<file path="src/rtl/fetch_stage_unit_pkg.sv">
// Shared definitions for the instruction-fetch stage: FSM encoding, default widths and flush value.
package fetch_stage_unit_pkg;

    typedef enum logic [1:0] {
        FETCH   = 2'd0,
        HOLD    = 2'd1,
        DISCARD = 2'd2
    } fetch_state_t;

    localparam int DEF_ADDR_W  = 32;
    localparam int DEF_DATA_W  = 32;
    localparam int DEF_PC_STEP = 4;

    localparam int unsigned NOP_INSTR = 0;

endpackage

</file>
<file path="src/rtl/fetch_stage_unit_if_id_register.sv">
// IF/ID pipeline register: flush beats freeze, freeze beats load; otherwise a bubble is inserted.
module if_id_register
    import fetch_stage_unit_pkg::*;
#(
    parameter int ADDR_W = DEF_ADDR_W,
    parameter int DATA_W = DEF_DATA_W
) (
    input  logic              clk,
    input  logic              rst_n,
    input  logic              flush,
    input  logic              freeze,
    input  logic              load,
    input  logic [ADDR_W-1:0] pc_in,
    input  logic [DATA_W-1:0] instr_in,
    output logic [ADDR_W-1:0] pc_id,
    output logic [DATA_W-1:0] instruction_id,
    output logic              valid_id
);

    always_ff @(posedge clk or negedge rst_n) begin
        if (!rst_n) begin
            pc_id          <= '0;
            instruction_id <= DATA_W'(NOP_INSTR);
            valid_id       <= 1'b0;
        end else if (flush) begin
            pc_id          <= '0;
            instruction_id <= DATA_W'(NOP_INSTR);
            valid_id       <= 1'b0;
        end else if (freeze) begin
            pc_id          <= pc_id;
            instruction_id <= instruction_id;
            valid_id       <= valid_id;
        end else if (load) begin
            pc_id          <= pc_in;
            instruction_id <= instr_in;
            valid_id       <= 1'b1;
        end else begin
            // Nothing new arrived: decode must not re-execute the previous instruction.
            valid_id <= 1'b0;
        end
    end

endmodule

</file>
<file path="src/rtl/fetch_stage_unit.sv">
// Fetch stage: PC, req/ack fetch FSM with one-entry hold buffer, and the IF/ID register.
// Optional macro FETCH_STALL_COUNTER_EN adds a saturating stall_count output.
module fetch_stage_unit
    import fetch_stage_unit_pkg::*;
#(
    parameter int                ADDR_W   = DEF_ADDR_W,
    parameter int                DATA_W   = DEF_DATA_W,
    parameter logic [ADDR_W-1:0] RESET_PC = '0,
    parameter int                PC_STEP  = DEF_PC_STEP
) (
    input  logic              clk,
    input  logic              rst_n,
    input  logic              hazard,
    input  logic              branch_taken,
    input  logic [ADDR_W-1:0] branch_address,
    output logic              imem_req,
    output logic [ADDR_W-1:0] imem_addr,
    input  logic              imem_ack,
    input  logic [DATA_W-1:0] imem_rdata,
    output logic [ADDR_W-1:0] pc_id,
    output logic [DATA_W-1:0] instruction_id,
    output logic              valid_id
`ifdef FETCH_STALL_COUNTER_EN
    ,
    output logic [31:0]       stall_count
`endif
);

    fetch_state_t      state_reg;
    logic [ADDR_W-1:0] pc_reg;
    logic [ADDR_W-1:0] addr_reg;
    logic [DATA_W-1:0] hold_data_reg;
    logic [ADDR_W-1:0] pc_inc;
    logic              ifid_load;
    logic [DATA_W-1:0] ifid_instr;

    assign pc_inc = pc_reg + ADDR_W'(PC_STEP);

    // Request depends only on registered state, never on ack/rdata.
    assign imem_req  = rst_n && (state_reg != HOLD);
    assign imem_addr = addr_reg;

    always_comb begin
        ifid_load  = 1'b0;
        ifid_instr = imem_rdata;
        if (!branch_taken && !hazard) begin
            if (state_reg == FETCH) begin
                ifid_load = imem_ack;
            end else if (state_reg == HOLD) begin
                ifid_load  = 1'b1;
                ifid_instr = hold_data_reg;
            end
        end
    end

    always_ff @(posedge clk or negedge rst_n) begin
        if (!rst_n) begin
            state_reg     <= FETCH;
            pc_reg        <= RESET_PC;
            addr_reg      <= RESET_PC;
            hold_data_reg <= DATA_W'(NOP_INSTR);
        end else begin
            case (state_reg)
                FETCH: begin
                    if (branch_taken) begin
                        pc_reg <= branch_address;
                        if (imem_ack) begin
                            addr_reg <= branch_address;
                        end else begin
                            // Outstanding request must finish at its old address; drop its data.
                            state_reg <= DISCARD;
                        end
                    end else if (imem_ack) begin
                        if (hazard) begin
                            hold_data_reg <= imem_rdata;
                            state_reg     <= HOLD;
                        end else begin
                            pc_reg   <= pc_inc;
                            addr_reg <= pc_inc;
                        end
                    end
                end
                HOLD: begin
                    if (branch_taken) begin
                        pc_reg        <= branch_address;
                        addr_reg      <= branch_address;
                        hold_data_reg <= DATA_W'(NOP_INSTR);
                        state_reg     <= FETCH;
                    end else if (!hazard) begin
                        pc_reg    <= pc_inc;
                        addr_reg  <= pc_inc;
                        state_reg <= FETCH;
                    end
                end
                DISCARD: begin
                    if (branch_taken) begin
                        pc_reg <= branch_address;
                    end else if (imem_ack) begin
                        addr_reg  <= pc_reg;
                        state_reg <= FETCH;
                    end
                end
                default: begin
                    state_reg <= FETCH;
                end
            endcase
        end
    end

    if_id_register #(
        .ADDR_W (ADDR_W),
        .DATA_W (DATA_W)
    ) u_if_id (
        .clk            (clk),
        .rst_n          (rst_n),
        .flush          (branch_taken),
        .freeze         (hazard),
        .load           (ifid_load),
        .pc_in          (pc_inc),
        .instr_in       (ifid_instr),
        .pc_id          (pc_id),
        .instruction_id (instruction_id),
        .valid_id       (valid_id)
    );

`ifdef FETCH_STALL_COUNTER_EN
    logic [31:0] stall_count_reg;

    always_ff @(posedge clk or negedge rst_n) begin
        if (!rst_n) begin
            stall_count_reg <= '0;
        end else if (!ifid_load && (stall_count_reg != '1)) begin
            stall_count_reg <= stall_count_reg + 32'd1;
        end
    end

    assign stall_count = stall_count_reg;
`endif

endmodule
</file>
<file path="config.mk">
export PLATFORM = sky130hd
export DESIGN_NAME = fetch_stage_unit
export DESIGN_NICKNAME = d
export VERILOG_FILES = /design/src/rtl/fetch_stage_unit_pkg.sv /design/src/rtl/fetch_stage_unit_if_id_register.sv /design/src/rtl/fetch_stage_unit.sv
export SDC_FILE = /design/constraint.sdc
export NUM_CORES = 1
export LEC_CHECK = 0
export BUFFER_PORTS_ARGS = -buffer_cell sky130_fd_sc_hd__clkbuf_2
export CORE_ASPECT_RATIO = 0.75
export CORE_UTILIZATION = 35
export DETAILED_ROUTE_END_ITERATION = 6
export GPL_TIMING_DRIVEN = 0
export HOLD_SLACK_MARGIN = 0.03
export PLACE_DENSITY = 0.62
export SLEW_MARGIN = 20
export SYNTH_ARGS = -nofsm -noshare
export SYNTH_HDL_FRONTEND = slang
export SYNTH_HIERARCHICAL = 1
export SYNTH_SLANG_ARGS = --single-unit
</file>
<file path="constraint.sdc">
create_clock -name clk -period 5.5 [get_ports clk]
set_input_delay 0.825 -clock clk [delete_from_list [all_inputs] [get_ports clk]]
set_output_delay 0.825 -clock clk [all_outputs]
set_load 0.02 [all_outputs]
</file>
==> metrics.md <==
| Metric | Value |
|---|---|
| Status | finished with violations |
| Failing checks | DRC |
| Pwr Density | approximately 330 nW/um^2 |
| P_leak | approximately 5.0 nW |
| Leading cell type in the layout, fill and taps excluded | clkbuf_2 |
| Grt total ovfl | 0 |
| Reg clk slew, reported paths | 0.07 ns |
| Fmax | 332 MHz |
| Worst-skew pair later-pin latency | 0.44 ns |
| Num rows | 51 |
| GP Congestion | 0.950 |
| Number of max-cap violations | 0 |
| Synth Register Bits | 163 |
| Hold Violations, Final | 0 |
| WL final | around 33000 um |
| Io pins | 167 |
| CTS Buf Count | 17 |
| Dpl ws | between 2 and 2.5 ns |
| Die H | 145 um |
| Class of the worst hold path | input pin to async pin |
| Final period utilization | 0.548 |
| Post-DP HPWL | 24000 um |
| Startpoint types | input pin |
| Clock sinks | approximately 160 |
| Vias per cell | 5.67 |
| Crit path kind | input pin to flip-flop |
| CTS max path bufs | 2 |
| Crit path DAT | 3.38 ns |
| P&R area growth vs syn | 19.8% |
| Worst Path Required | between 5 and 6 ns |
| Mapped Cells | 953 |
| Global-route wire length before repair | between 50000 and 60000 um |
| First drt pass iteration count | 7 |
| Syn_nets | 1023 |
| Initial antenna violation count | 0 |
| Critical path endpoint category | flip-flop |
| Largest net degree at the start of global routing | 73 |
| Post-Syn Area | 9560 um^2 |
| Routed length per instance | 22.3 um |
| Util after Layout | 0.434 |
| Most used DFF post-synth | dfrtp_1 |
| Initial core utilization | 0.362 |
| Syn Area/Cell | 10.0 um^2 |
| Largest cells by area after synthesis | dfrtp_1 (43%), nand4bb_1 (7.5%), nand2b_1 (4.4%) |
| Rel. slew slack | 0.413 |
| Worst slew pin tran | 0.880 ns |
| # resized after CTS | 0 |
| Placed cell area | 10900 um^2 |
| PortBufs | between 150 and 200 |
| WHS | 0.322 ns |
| Via count | 8487 |
| DRC viols | 24 |
| Dominant cell type by area after synthesis | dfrtp_1 |
| CP max stage delay | 0.65 ns |
| NumNets Final | approximately 1200 |
| Total negative slack | 0 ns |
| Setup Fix Bufs, Post-CTS | 0 |
| Layout cells sized above 1 | 0.319 |
| Die area | 28000 um^2 |
| Die X | 193 um |
| Worst setup margin | about 2.5 ns |
| Sequential share of the synthesized area | 0.427 |
| Peak supply drop | 181 uV |
| FFs w/ async S/R, synth | 1.00 |
| TritonCTS clock tree | built |
| Cell breakdown of the critical path | clkbuf_2 -> buf_6 -> inv_1 -> nand2_1 -> clkbuf_1 -> nor2_1 -> buf_4 -> buf_2 -> nand4bb_1 -> o21ai_2 |
| Cell area after layout | 11500 um^2 |
| Vias in the first global route | 8276 |
| Synth top area share | 0.427 |
| CP max FO | 10 |
| Multi-input gate area | 4870 um^2 |
| DRT iter0 DRCs | 850 |
| Cell variety after synth | 76 |
| Post-synth EDFFs | 0 |
| Crit path max-delay cell type | nor2_1 |
| # hold bufs at CTS | 0 |
| # diodes | 0 |
| Sequential Area | 4080 um^2 |
| CTS H-tree lvls | 4 |
| Filler cells | 2619 |
| Clock Root Buffer | clkbuf_16 |
| Setup Viol. Count Final | 0 |
| Post-route ant nets | 0 |
| Clock skew | 0.0126 ns |
| RSZ-0062 raised after global routing | no |
| Max-slew violations | 0 |
| Most frequent cells in the layout | clkbuf_2 (166), dfrtp_1 (163), nand2b_1 (68) |
| Total GRT Usage | 0.241 |
| Crit path time final | 3.02 ns |
| Synth Warn # | 6 |
| Core area | 26400 um^2 |
==> power breakdown <==
part	total, mW	internal [mW]	switching [mW]
clock network	1.19	0.642	0.550
logic	1.10	0.401	0.701
registers	1.54	1.40	0.141
total	3.83	2.44	1.39
==> synth_stat cells (14+ instances only) <==
cell	n
nand2b_1	68
dfrtp_1	163
o21ai_0	48
a22o_1	33
nand4bb_1	64
o21ai_2	40
nand2_1	56
o21ai_1	25
clkbuf_1	29
mux2_2	36
nor2_1	42
buf_6	14
xnor2_1	21
nand3_1	35
a21oi_1	52
buf_2	47
==> cell families (layout without fill, tap and decap cells) <==
kind of cell	after synthesis	count (layout)	synth area share
mux	44	44	0.0508
buf+inv	110	310	0.0640
compound gates	267	267	0.189
simple gates	339	339	0.241
flops	163	163	0.427
xor+xnor	28	28	0.0256
fa+ha+maj	2	2	0.00236
==> per-layer routing <==
metal	global-route usage	part of all wire
met5	0	0
met3	0.0723	0.11
met1	0.377	0.48
met2	0.320	0.40
met4	0.0476	0.011
==> final cells by class <==
class / count / share of cell area
Sequential cell: 163 / 0.356
Timing Repair Buffer: 168 / 0.0781
Clock buffer: 18 / 0.0383
Inverter: 9 / 0.00295
Buffer: 101 / 0.0505
Multi-Input combinational cell: 680 / 0.425
Tap cell: 344 / 0.0376
Clock inverter: 14 / 0.0111
==> path summary, 6_finish.rpt <==
check / to / startpoint / slack (ns) / cells past startpoint
max reg2reg: u_if_id/instruction_id[5] / state_reg[1] / 2.69 / 10
min in group clk: imem_addr[3] / imem_addr[3] / 0.48 / 2
min: u_if_id/pc_id[11] / rst_n / 0.32 / 1
max: u_if_id/instruction_id[5] / branch_taken / 2.48 / 10
min reg2reg: imem_addr[3] / imem_addr[3] / 0.48 / 2
max in group asynchronous: u_if_id/pc_id[28] / rst_n / 4.46 / 2
==> worst max-delay path: cells and delay by family <==
kind / cells / cell delay (ns)
and+or+nand+nor: 3 / 0.98
AOI/OAI and AO/OA: 1 / 0.09
buffers and inverters: 6 / 1.45
==> metrics by stage <==
step	power, mW	std cells
3_3_place_gp	2.62	1463
6_report	3.83	1497
5_1_grt	4.00	1497
4_1_cts	3.83	1497
2_1_floorplan	2.22	953
3_5_place_dp	2.64	1465
Power figures use the tool's default switching activity.
